**src/rtl/usb_pkg.sv**
```systemverilog
// Shared USB receive-side types: FSM state encoding, PID classes, error codes
// and PID constants, plus the PID-to-class mapping.
package usb_pkg;

    typedef enum logic [2:0] {
        RX_IDLE     = 3'd0,
        RX_WAIT_PID = 3'd1,
        RX_PID_CHK  = 3'd2,
        RX_PAYLOAD  = 3'd3,
        RX_ERR      = 3'd4
    } rx_state_t;

    // The class is the PID's two low bits.
    typedef enum logic [1:0] {
        CLS_SPECIAL = 2'b00,
        CLS_TOKEN   = 2'b01,
        CLS_HSHK    = 2'b10,
        CLS_DATA    = 2'b11
    } pid_class_t;

    typedef enum logic [1:0] {
        ERR_PID     = 2'b00,
        ERR_LEN     = 2'b01,
        ERR_TIMEOUT = 2'b10,
        ERR_UNSUP   = 2'b11
    } err_code_t;

    localparam logic [3:0] PID_OUT   = 4'b0001;
    localparam logic [3:0] PID_IN    = 4'b1001;
    localparam logic [3:0] PID_SOF   = 4'b0101;
    localparam logic [3:0] PID_SETUP = 4'b1101;
    localparam logic [3:0] PID_DATA0 = 4'b0011;
    localparam logic [3:0] PID_DATA1 = 4'b1011;
    localparam logic [3:0] PID_ACK   = 4'b0010;
    localparam logic [3:0] PID_NAK   = 4'b1010;
    localparam logic [3:0] PID_STALL = 4'b1110;

    function automatic pid_class_t pid_class(input logic [3:0] pid);
        return pid_class_t'(pid[1:0]);
    endfunction

endpackage

```
**src/rtl/usb_rx_packet_ctrl.sv**
```systemverilog
// Receive-side packet sequencer: steps the SYNC/PID decoder, counts and forwards
// payload bytes, and reports packet completion or a coded error.
module usb_rx_packet_ctrl
    import usb_pkg::*;
#(
    parameter int MAX_BYTES    = 66,
    parameter int BYTE_TIMEOUT = 64
) (
    input  logic       clk,
    input  logic       RST,
    input  logic       byte_valid,
    input  logic [7:0] data_in,
    input  logic       eop,
    input  logic       is_sync,
    input  logic       pid_valid,
    input  logic [3:0] pid,
    output logic       prev_sync,
    output logic       rx_active,
    output logic [7:0] rx_data,
    output logic       rx_data_valid,
    output logic [3:0] pkt_pid,
    output logic       pkt_done,
    output logic       pkt_err,
    output logic [1:0] err_code
);

    localparam int CNT_W = $clog2(MAX_BYTES + 1);
    localparam int TMO_W = $clog2(BYTE_TIMEOUT + 1);

    localparam logic [CNT_W-1:0] CNT_MAX = CNT_W'(MAX_BYTES);
    localparam logic [TMO_W-1:0] TMO_MAX = TMO_W'(BYTE_TIMEOUT);

    localparam logic [2:0] S_IDLE     = RX_IDLE;
    localparam logic [2:0] S_WAIT_PID = RX_WAIT_PID;
    localparam logic [2:0] S_PID_CHK  = RX_PID_CHK;
    localparam logic [2:0] S_PAYLOAD  = RX_PAYLOAD;
    localparam logic [2:0] S_ERR      = RX_ERR;

    logic [2:0]       state_q, state_d;
    logic [CNT_W-1:0] cnt_q, cnt_d;
    logic [TMO_W-1:0] tmo_q, tmo_d;
    pid_class_t       cls_q, cls_d;
    logic [3:0]       pkt_pid_q, pkt_pid_d;
    logic [7:0]       rx_data_q, rx_data_d;
    logic             rx_data_valid_q, rx_data_valid_d;
    logic             pkt_done_q, pkt_done_d;
    logic             pkt_err_q, pkt_err_d;
    logic [1:0]       err_code_q, err_code_d;

    logic             tmo_hit;
    logic             overflow;
    logic [CNT_W-1:0] new_cnt;

    function automatic logic len_ok(input pid_class_t cls, input logic [CNT_W-1:0] n);
        case (cls)
            CLS_TOKEN: return n == CNT_W'(2);
            CLS_DATA:  return (n >= CNT_W'(2)) && (n <= CNT_MAX);
            CLS_HSHK:  return n == '0;
            default:   return 1'b0;
        endcase
    endfunction

    assign tmo_hit = (tmo_q == TMO_MAX);

    always_comb begin
        state_d         = state_q;
        cnt_d           = cnt_q;
        cls_d           = cls_q;
        pkt_pid_d       = pkt_pid_q;
        rx_data_d       = rx_data_q;
        rx_data_valid_d = 1'b0;
        pkt_done_d      = 1'b0;
        pkt_err_d       = 1'b0;
        err_code_d      = err_code_q;
        overflow        = 1'b0;
        new_cnt         = cnt_q;

        case (state_q)
            S_IDLE: begin
                cnt_d = '0;
                if (is_sync) state_d = S_WAIT_PID;
            end
            S_WAIT_PID: begin
                if (byte_valid) begin
                    state_d = S_PID_CHK;
                end else if (eop) begin
                    state_d    = S_ERR;
                    pkt_err_d  = 1'b1;
                    err_code_d = ERR_LEN;
                end else if (tmo_hit) begin
                    state_d    = S_ERR;
                    pkt_err_d  = 1'b1;
                    err_code_d = ERR_TIMEOUT;
                end
            end
            S_PID_CHK: begin
                if (!pid_valid) begin
                    state_d    = S_ERR;
                    pkt_err_d  = 1'b1;
                    err_code_d = ERR_PID;
                end else begin
                    pkt_pid_d = pid;
                    cls_d     = pid_class(pid);
                    if (pid_class(pid) == CLS_SPECIAL) begin
                        state_d    = S_ERR;
                        pkt_err_d  = 1'b1;
                        err_code_d = ERR_UNSUP;
                    end else begin
                        state_d = S_PAYLOAD;
                        cnt_d   = '0;
                    end
                end
            end
            S_PAYLOAD: begin
                // A byte arriving with eop is counted before the length check.
                if (byte_valid) begin
                    if (cnt_q == CNT_MAX) begin
                        overflow = 1'b1;
                    end else begin
                        new_cnt         = cnt_q + CNT_W'(1);
                        rx_data_d       = data_in;
                        rx_data_valid_d = 1'b1;
                    end
                end
                cnt_d = new_cnt;
                if (overflow) begin
                    state_d    = eop ? S_IDLE : S_ERR;
                    pkt_err_d  = 1'b1;
                    err_code_d = ERR_LEN;
                end else if (eop) begin
                    state_d = S_IDLE;
                    if (len_ok(cls_q, new_cnt)) begin
                        pkt_done_d = 1'b1;
                    end else begin
                        pkt_err_d  = 1'b1;
                        err_code_d = ERR_LEN;
                    end
                end else if (!byte_valid && tmo_hit) begin
                    state_d    = S_ERR;
                    pkt_err_d  = 1'b1;
                    err_code_d = ERR_TIMEOUT;
                end
            end
            S_ERR: begin
                if (eop || tmo_hit) state_d = S_IDLE;
            end
            default: state_d = S_IDLE;
        endcase
    end

    // Idle-cycle counter restarts on any line activity or state change and saturates.
    always_comb begin
        tmo_d = tmo_q;
        if ((state_q == S_IDLE) || byte_valid || eop || (state_d != state_q)) begin
            tmo_d = '0;
        end else if (!tmo_hit) begin
            tmo_d = tmo_q + TMO_W'(1);
        end
    end

    always_ff @(posedge clk or posedge RST) begin
        if (RST) begin
            state_q         <= S_IDLE;
            cnt_q           <= '0;
            tmo_q           <= '0;
            cls_q           <= CLS_SPECIAL;
            pkt_pid_q       <= 4'h0;
            rx_data_q       <= 8'h00;
            rx_data_valid_q <= 1'b0;
            pkt_done_q      <= 1'b0;
            pkt_err_q       <= 1'b0;
            err_code_q      <= 2'b00;
        end else begin
            state_q         <= state_d;
            cnt_q           <= cnt_d;
            tmo_q           <= tmo_d;
            cls_q           <= cls_d;
            pkt_pid_q       <= pkt_pid_d;
            rx_data_q       <= rx_data_d;
            rx_data_valid_q <= rx_data_valid_d;
            pkt_done_q      <= pkt_done_d;
            pkt_err_q       <= pkt_err_d;
            err_code_q      <= err_code_d;
        end
    end

    // The decoder needs prev_sync in the same cycle as the PID byte strobe.
    assign prev_sync     = (state_q == S_WAIT_PID);
    assign rx_active     = (state_q != S_IDLE);
    assign rx_data       = rx_data_q;
    assign rx_data_valid = rx_data_valid_q;
    assign pkt_pid       = pkt_pid_q;
    assign pkt_done      = pkt_done_q;
    assign pkt_err       = pkt_err_q;
    assign err_code      = err_code_q;

endmodule

```
**config.mk**
```make
export PLATFORM = sky130hd
export DESIGN_NAME = usb_rx_packet_ctrl
export DESIGN_NICKNAME = d
export VERILOG_FILES = /design/src/rtl/usb_pkg.sv /design/src/rtl/usb_rx_packet_ctrl.sv
export SDC_FILE = /design/constraint.sdc
export NUM_CORES = 1
export LEC_CHECK = 0
export CAP_MARGIN = 20
export CORE_ASPECT_RATIO = 1.75
export CORE_MARGIN = 4
export CORE_UTILIZATION = 30
export DETAILED_ROUTE_END_ITERATION = 8
export PLACE_DENSITY_LB_ADDON = 0.1
export SLEW_MARGIN = 10
export SYNTH_ARGS = -nofsm -noshare
export SYNTH_HDL_FRONTEND = slang
export SYNTH_SLANG_ARGS = --single-unit
```
**constraint.sdc**
```tcl
create_clock -name clk -period 4.85 [get_ports clk]
set_input_delay 0.7275 -clock clk [delete_from_list [all_inputs] [get_ports clk]]
set_output_delay 0.7275 -clock clk [all_outputs]
set_load 0.05 [all_outputs]
```
==> out/metrics.yaml, run 1 <==
detailed_routing:
  dr.pass1.iters: 4
  wl_per_cell_um: 15.3
  drt_iter0_markers: 71
  remaining_drc_errors: 0
  routed_wirelength_um: 5140
  ant_nets: 0
  num_vias: 1681
  vias_per_cell: 5.00
synthesis:
  syn_area_per_cell_um2: 8.82
  ys_ff_latch: 34
  synth.top_cell.area_share: 0.440
  ys_seq_area_frac: 0.440
  ys_types: 48
  synth_edf_count: 0
  synth_compound_area_frac: 0.165
  synth_top_family_by_area: "simple AND/OR/NAND/NOR gates"
  synthAdderAreaFrac: 0.0259
  synth-simple-area-share: 0.245
  muxShareOfSynthArea: 0.0291
  ys.flop_type: "dfrtp_1"
  synth_cells: 219
  synthArstFlopShare: 1.00
  syn-num-nets: 241
  synth_area_leader_cell: "dfrtp_1"
  netlist_top_cells_area: "dfrtp_1, nand2_1, nor2_1"
  yosysWarningCount: 0
  synth_area_um2: 1930
  synth-xor-area-share: 0.0544
finish:
  drive_gt1_frac: 0.0703
  final_cell_area_um2: 2450
  nFillCells: 680
  stdcell_count: 336
  final_common_cell: "nand2_1"
  mostFrequentLayoutCells: "nand2_1, clkdlybuf4s50_1, dfrtp_1, nor2_1, o21ai_0"
  syn2layout_area_growth_pct: 27.0
  antenna_cells: 0
  final_nets: 277
worst_hold_path:
  hp-class: "reg -> reg"
  holdPathEnd: "rx_data[6]"
  holdCritStartpoint: "rx_data[6]"
  hold_path_depth: 2
floorplan:
  ios: 37
  die_height_um: 114
  initial_core_util: 0.310
  die_area_um2: 7840
  rows: 38
  die_width_um: 68.7
  core_area_um2: 6230
critical_path:
  endpoint_kind: "flip-flop"
  start_kind: "primary input"
  r2r-start: "cnt_q[0]"
  crit_type: "in -> reg"
  cp_max_fo: 18
  critical_path_arrival_ns: 3.31
  rr_endpoint: "err_code[1]"
  reg2reg_slack_ns: 2.36
  cp.required_ns: 5.02
  r2r_cells: 7
timing:
  finalSetupTns_ns: 0
  finalCriticalPeriod_ns: 3.14
  fmax_mhz: 319
  rsz0062_at_grt: "no"
  slew_headroom: 0.586
  post-route-period-util: 0.647
  setup_violations: 0
  worst_pin_slew_ns: 0.618
  slew_violations: 0
  hold_violations: 0
  fin_skew_ns: 0.00320
run:
  drv_cap: 0
global_route:
  grt_overflow_total: 0
  grt_pass1_vias: 1824
  antenna_found_initial: 0
  grt_max_degree: 35
  grt_first_pass_wirelength_um: 8710
  grt_use_total: 0.148
power_and_ir_drop:
  powerDensity_nw_per_um2: 536
  internal_power_w: 0.000700
  swShare: 0.468
  switching_power_w: 0.000616
  power_frac_seq: 0.327
  p_leak_nw: 1.07
  clkPwrFrac: 0.170
  pwr-share-comb: 0.503
  ir_worst_vdd_mv: 0.263
clocking:
  numCtsBuffers: 5
  clk_pin_slew_ns: 0.07
  hold_buffers: 0
  htree_levels: 2
  clock_path_buffers: 2
  tritoncts: "yes"
  clock_latency_ns: 0.29
  cts_resized: 0
  ctsRootBufferMaster: "clkbuf_8"
  post_cts_buffers: 0
  cts_sinks: 34
placed_design:
  gp_congestion: 0.799
  port_buffers: 36
  place_area_um2: 2360
  dp_hpwl_um: 3960
  place_inst: 328
run_status:
  status: "finished, final reports clean"
## critical path: stages
cell and delay (ns):
clkdlybuf4s50_1 0.73, and4_4 0.38, or3_1 0.33, a22o_1 0.24, o311a_1 0.32, o221ai_2 0.22, mux2_1 0.35
## power groups by stage
stage          sequential (W)  combinational (W)  clock, W
2_1_floorplan        0.000619           0.000248         0
3_3_place_gp         0.000436           0.000672         0
3_5_place_dp         0.000435           0.000670         0
4_1_cts              0.000433           0.000671  0.000235
5_1_grt              0.000444           0.000708  0.000245
6_report             0.000430           0.000662  0.000224
## cell type report
class | instances | area (um^2) | area share
Clock buffer | 6 | 82.6 | 0.0337
Timing Repair Buffer | 37 | 368 | 0.150
Tap cell | 80 | 100 | 0.0408
Inverter | 10 | 37.5 | 0.0153
Clock inverter | 2 | 12.5 | 0.00510
Multi-Input combinational cell | 167 | 1000 | 0.408
Sequential cell | 34 | 851 | 0.347
## cell usage after synthesis (2+ instances only)
master	instances
a21oi_1	11
a22o_1	3
a31oi_1	3
buf_2	2
clkbuf_1	4
dfrtp_1	34
ha_1	4
inv_1	9
mux2_2	4
nand2_1	46
nand2b_1	4
nand3_1	11
nand3b_1	2
nand4_1	2
nor2_1	18
nor2b_1	6
o21ai_0	13
o31ai_1	3
xnor2_1	5
xor2_1	7
## worst max path at each step
stage	end	slack (ns)	from
6_report	err_code[1]	1.71	byte_valid
2_1_floorplan	err_code[1]	2.33	byte_valid
5_1_grt	err_code[1]	1.52	byte_valid
3_5_place_dp	err_code[1]	1.41	byte_valid
4_1_cts	err_code[1]	1.72	byte_valid
3_3_place_gp	err_code[1]	1.47	byte_valid
## stage by stage
stage / worst slack, ns / total power [W] / hold WS (ns) / utilization
after floorplan: 2.33 / 0.000867 / 0.497 / -
after global placement: 1.47 / 0.00111 / 0.460 / 0.379
after detailed placement: 1.41 / 0.00110 / 0.461 / 0.379
after CTS: 1.72 / 0.00134 / 0.481 / 0.394
after global routing: 1.52 / 0.00140 / 0.506 / 0.394
final: 1.71 / 0.00132 / 0.477 / 0.394
## logic make-up after synthesis
group | Yosys count
compound gates | 47
xor+xnor | 12
simple gates | 99
flops | 34
buf+inv | 18
fa+ha+maj | 4
mux | 5
## routing by layer
layer | track usage | wire (um)
met5 | 0 | 0
met4 | 0.0691 | 152
met3 | 0.0246 | 116
met2 | 0.274 | 2960
met1 | 0.152 | 1910
## flip-flops by register name (all words and copies together), names as in the netlist
name / flops
cls_q: 1
cnt_q: 7
err_code: 2
pkt_done: 1
pkt_err: 1
pkt_pid: 3
rx_data: 8
rx_data_valid: 1
state_q: 3
tmo_q: 7
(Power assumes the default switching activity.)
==> inputs of run 2 (changes only) <==
Clock period 4.85 ns to 2.8 ns, I/O delays scaled along.
==> out/metrics.yaml, run 2 (same netlist as run 1, synthesis figures left out) <==
power_and_ir_drop:
  clkPwrFrac: 0.231  # was 0.170
  internal_power_w: 0.00141  # was 0.000700 W
  pwr-share-comb: 0.476  # was 0.503
  power_frac_seq: 0.293  # was 0.327
  powerDensity_nw_per_um2: 977  # was 536 nW/um^2
  total_power_w: 0.00249  # was 0.00132 W
  ir_worst_vdd_mv: 0.519  # was 0.263 mV
  switching_power_w: 0.00108  # was 0.000616 W
  p_leak_nw: 1.12  # was 1.07 nW
  swShare: 0.433  # was 0.468
clocking:
  htree_levels: 2  # unchanged
  tritoncts: "yes"  # unchanged
  cts_resized: 0  # unchanged
  hold_buffers: 0  # unchanged
  post_cts_buffers: 0  # unchanged
  clock_path_buffers: 2  # unchanged
  cts_sinks: 34  # unchanged
  numCtsBuffers: 5  # unchanged
  ctsRootBufferMaster: "clkbuf_8"  # unchanged
  clock_latency_ns: 0.29  # about the same
  clk_pin_slew_ns: 0.08  # was 0.07 ns
detailed_routing:
  dr.pass1.iters: 4  # unchanged
  routed_wirelength_um: 5220  # was 5140 um
  wl_per_cell_um: 15.3  # about the same
  ant_nets: 0  # unchanged
  drt_iter0_markers: 38  # was 71
  num_vias: 1702  # was 1681
  vias_per_cell: 4.98  # was 5.00
  remaining_drc_errors: 0  # unchanged
critical_path:
  cp.required_ns: 2.98  # was 5.02 ns
  r2r-start: "cnt_q[0]"  # unchanged
  crit_type: "reg -> reg"  # was in -> reg
  endpoint_kind: "flip-flop"  # unchanged
  cp_max_fo: 9  # was 18
  critical_path_arrival_ns: 2.65  # was 3.31 ns
  crit_start: "cnt_q[0]"  # was byte_valid
  start_kind: "flip-flop"  # was primary input
timing:
  finalSetupTns_ns: 0  # unchanged
  rsz0062_at_grt: "no"  # unchanged
  hold_violations: 0  # unchanged
  finalCriticalPeriod_ns: 2.47
  worst_pin_slew_ns: 0.579  # was 0.618 ns
  fin_skew_ns: 0.00712  # was 0.00320 ns
  slew_violations: 0  # unchanged
  setup_violations: 0  # unchanged
  slew_headroom: 0.612  # was 0.586
  fmax_mhz: 404
  post-route-period-util: 0.884
run_status:
  status: "finished, final reports clean"  # unchanged
global_route:
  grt_first_pass_wirelength_um: 8400  # was 8710 um
  antenna_found_initial: 0  # unchanged
  grt_use_total: 0.144  # was 0.148
  grt_max_degree: 35  # unchanged
  grt_pass1_vias: 1798  # was 1824
  grt_overflow_total: 0  # unchanged
finish:
  syn2layout_area_growth_pct: 31.8  # was 27.0%
  mostFrequentLayoutCells: "nand2_1, clkdlybuf4s50_1, dfrtp_1, nor2_1, o21ai_0"  # unchanged
  final_nets: 283  # was 277
  largest_reg_flops: 8  # unchanged
  drive_gt1_frac: 0.0916  # was 0.0703
  final_common_cell: "nand2_1"  # unchanged
  antenna_cells: 0  # unchanged
placed_design:
  gp_congestion: 0.847  # was 0.799
  dp_hpwl_um: 4060  # was 3960 um
  port_buffers: 36  # unchanged
worst_hold_path:
  holdCritStartpoint: "rx_data[0]"  # was rx_data[6]
  hp-class: "reg -> reg"  # unchanged
floorplan:
  die_height_um: 114  # unchanged
  initial_core_util: 0.310  # unchanged
  die_area_um2: 7840  # unchanged
  ios: 37  # unchanged
  rows: 38  # unchanged
  die_width_um: 68.7  # unchanged
  core_area_um2: 6230  # unchanged
run:
  drv_cap: 0  # unchanged
run 2: final cells by class:
class,count,area [um^2]
sequential,34,851
fill,659,3680
clock inverter,2,60.1
timing repair buffer,43,413
tap,80,100
clock buffer,6,82.6
multi-input combinational,167,1000
inverter,10,37.5
run 2: path summary, 6_finish.rpt:
check / to / slack [ns] / cells past startpoint
setup / recovery: err_code[1] / 0.33 / 8
hold / removal: rx_data[0] / 0.48 / 2
setup reg to reg: err_code[1] / 0.33 / 8
max in group asynchronous: rx_data[4] / 1.95 / 3
hold reg to reg: rx_data[0] / 0.48 / 2
min in group asynchronous: pkt_pid[2] / 0.53 / 3
run 2: critical path, stage by stage (launching register included):
cell and delay, ns:
dfrtp_1 0.48, inv_1 0.11, ha_1 0.19, and4bb_2 0.30, o21ai_0 0.12, a22o_1 0.27
o311a_1 0.32, o221ai_2 0.23, mux2_1 0.34
run 2: through the flow:
step	hold slack, ns	cell area [um^2]	setup slack (ns)	std cells	utilization
3_5_place_dp	0.466	2400	0.120	334	0.386
6_report	0.481	2550	0.325	342	0.409
2_1_floorplan	0.497	1930	0.569	219	-
3_3_place_gp	0.459	2400	0.147	334	0.386
4_1_cts	0.489	2550	0.307	342	0.409
5_1_grt	0.510	2550	0.172	342	0.409
run 2: power groups by stage:
stage	registers [W]	clock network (W)	logic, W
5_1_grt	0.000748	0.000608	0.00127
3_3_place_gp	0.000741	0	0.00120
2_1_floorplan	0.00107	0	0.000430
4_1_cts	0.000732	0.000587	0.00120
6_report	0.000729	0.000575	0.00118
3_5_place_dp	0.000737	0	0.00120
run 2: metal layers:
metal | part of all wire | global-route usage | vias up
met1 | 0.36 | 0.137 | 821
met5 | 0 | 0 | -
met2 | 0.58 | 0.275 | 27
li1 | - | - | 842
met3 | 0.025 | 0.0285 | 12
met4 | 0.029 | 0.0691 | 0
==> inputs of run 3 (changes only) <==
Settings changed: RECOVER_POWER set to 100.
==> out/metrics.yaml, run 3 (same netlist as run 1, synthesis figures left out) <==
clocking:
  cts_sinks: 34  # unchanged
  hold_buffers: 0  # unchanged
  clock_latency_ns: 0.29  # about the same
  post_cts_buffers: 0  # unchanged
  htree_levels: 2  # unchanged
  clk_pin_slew_ns: 0.08  # about the same
  clock_path_buffers: 2  # unchanged
  numCtsBuffers: 5  # unchanged
  cts_resized: 0  # unchanged
  tritoncts: "yes"  # unchanged
  ctsRootBufferMaster: "clkbuf_8"  # unchanged
finish:
  syn2layout_area_growth_pct: 31.6  # was 31.8%
  antenna_cells: 0  # unchanged
  mostFrequentLayoutCells: "nand2_1, dfrtp_1, dlygate4sd3_1, nor2_1, clkdlybuf4s50_1"  # was nand2_1, clkdlybuf4s50_1, dfrtp_1, nor2_1, o21ai_0
  stdcell_count: 342  # unchanged
  final_common_cell: "nand2_1"  # unchanged
  drive_gt1_frac: 0.0840  # was 0.0916
  final_nets: 283  # unchanged
  largest_reg_flops: 8  # unchanged
global_route:
  grt_pass1_vias: 1798  # unchanged
  grt_first_pass_wirelength_um: 8400  # unchanged
  grt_max_degree: 35  # unchanged
  antenna_found_initial: 0  # unchanged
  grt_use_total: 0.144  # unchanged
  grt_overflow_total: 0  # unchanged
detailed_routing:
  wl_met1_um: 1870  # was 1890 um
  dr.pass1.iters: 4  # unchanged
  vias_per_cell: 4.98  # about the same
  top_layer: "met4"  # unchanged
  num_vias: 1704  # was 1702
  dr_wl_met2_um: 3040  # was 3050 um
  wl_per_cell_um: 15.2  # was 15.3 um
  drt_iter0_markers: 50  # was 38
  route.met3.wl_um: 132  # was 131 um
  ant_nets: 0  # unchanged
  remaining_drc_errors: 0  # unchanged
  routed_wirelength_um: 5190  # was 5220 um
power_and_ir_drop:
  ir_worst_vdd_mv: 0.496  # was 0.519 mV
  clkPwrFrac: 0.236  # was 0.231
  powerDensity_nw_per_um2: 958  # was 977 nW/um^2
  total_power_w: 0.00244  # was 0.00249 W
  p_leak_nw: 1.15  # was 1.12 nW
  swShare: 0.439  # was 0.433
  internal_power_w: 0.00137  # was 0.00141 W
  power_frac_seq: 0.297  # was 0.293
  switching_power_w: 0.00107  # was 0.00108 W
  pwr-share-comb: 0.467  # was 0.476
worst_hold_path:
  hp-class: "reg -> reg"  # unchanged
timing:
  slew_headroom: -0.262  # was 0.612
  timing.final.ws_setup_ns: 0.298  # was 0.325 ns
  slew_violations: 35  # was 0
  rsz0062_at_grt: "no"  # unchanged
  post-route-period-util: 0.894  # was 0.884
  fin_skew_ns: 0.00724  # was 0.00712 ns
  finalSetupTns_ns: 0  # unchanged
  finalCriticalPeriod_ns: 2.50  # was 2.47 ns
  hold_violations: 0  # unchanged
  setup_violations: 0  # unchanged
  fmax_mhz: 400  # was 404 MHz
  holdWs_ns: 0.475  # was 0.481 ns
  worst_pin_slew_ns: 1.89  # was 0.579 ns
critical_path:
  crit_end: "err_code[1]"  # unchanged
  crit_type: "reg -> reg"  # unchanged
  cp.required_ns: 2.98  # about the same
  cp_max_fo: 9  # unchanged
  rr_endpoint: "err_code[1]"  # unchanged
  r2r-start: "cnt_q[0]"  # unchanged
  critical_path_arrival_ns: 2.68  # was 2.65 ns
  reg2reg_slack_ns: 0.30  # was 0.33 ns
  r2r_cells: 8  # unchanged
  crit_start: "cnt_q[0]"  # unchanged
  start_kind: "flip-flop"  # unchanged
  endpoint_kind: "flip-flop"  # unchanged
placed_design:
  port_buffers: 36  # unchanged
  dp_hpwl_um: 4060  # unchanged
  gp_congestion: 0.847  # unchanged
  place_inst: 334  # unchanged
  pre_cts_ws_ns: 0.120  # unchanged
floorplan:
  ios: 37  # unchanged
  rows: 38  # unchanged
  core_area_um2: 6230  # unchanged
  die_area_um2: 7840  # unchanged
  die_width_um: 68.7  # unchanged
  initial_core_util: 0.310  # unchanged
  die_height_um: 114  # unchanged
run:
  drv_cap: 1  # was 0
run_status:
  status: "finished with violations"  # was finished, final reports clean
  violations: "max-capacitance violations, max-slew violations"
[run 3: power by group through the flow]
stage               clock [W]  combinational, W  sequential [W]
floorplan                   0          0.000430         0.00107
global placement            0           0.00120        0.000741
detailed placement          0           0.00120        0.000737
CTS                  0.000587           0.00120        0.000732
global route         0.000608           0.00123        0.000743
finish               0.000575           0.00114        0.000723
[run 3: cell type report]
type	instances	area [um^2]
multi-input cells	167	1000
flip-flops and latches	34	851
fillers	661	3690
repair buffers	43	409
clock buffers	6	82.6
inverters	10	37.5
clock inverters	2	60.1
well taps	80	100
[run 3: per-stage QoR]
stage,utilization,cell area [um^2]
after floorplan,-,1930
after global placement,0.386,2400
after detailed placement,0.386,2400
after CTS,0.409,2550
after global routing,0.408,2540
final,0.408,2540
[run 3: critical path: stages (launching register included)]
cell and delay, ns:
dfrtp_1 0.48, inv_1 0.11, ha_1 0.19, and4bb_1 0.31, o21ai_0 0.14, a22o_1 0.27, o311a_1 0.32, o221ai_2 0.23
mux2_1 0.34
[run 3: worst min-delay path by stage]
stage / end / slack, ns / start / depth (start not counted)
6_report: rx_data[0] / 0.48 / rx_data[0] / 2
5_1_grt: rx_data[6] / 0.50 / rx_data[6] / 2
4_1_cts: rx_data[0] / 0.49 / rx_data[0] / 2
3_5_place_dp: rx_data[0] / 0.47 / rx_data[0] / 2
3_3_place_gp: rx_data[6] / 0.46 / rx_data[6] / 2
2_1_floorplan: tmo_q[6] / 0.50 / tmo_q[6] / 2
[run 3: metal layers]
| layer | vias up | GRT usage |
|---|---|---|
| met2 | 29 | 0.275 |
| met3 | 12 | 0.0285 |
| li1 | 842 | - |
| met5 | - | 0 |
| met4 | 0 | 0.0691 |
| met1 | 821 | 0.137 |
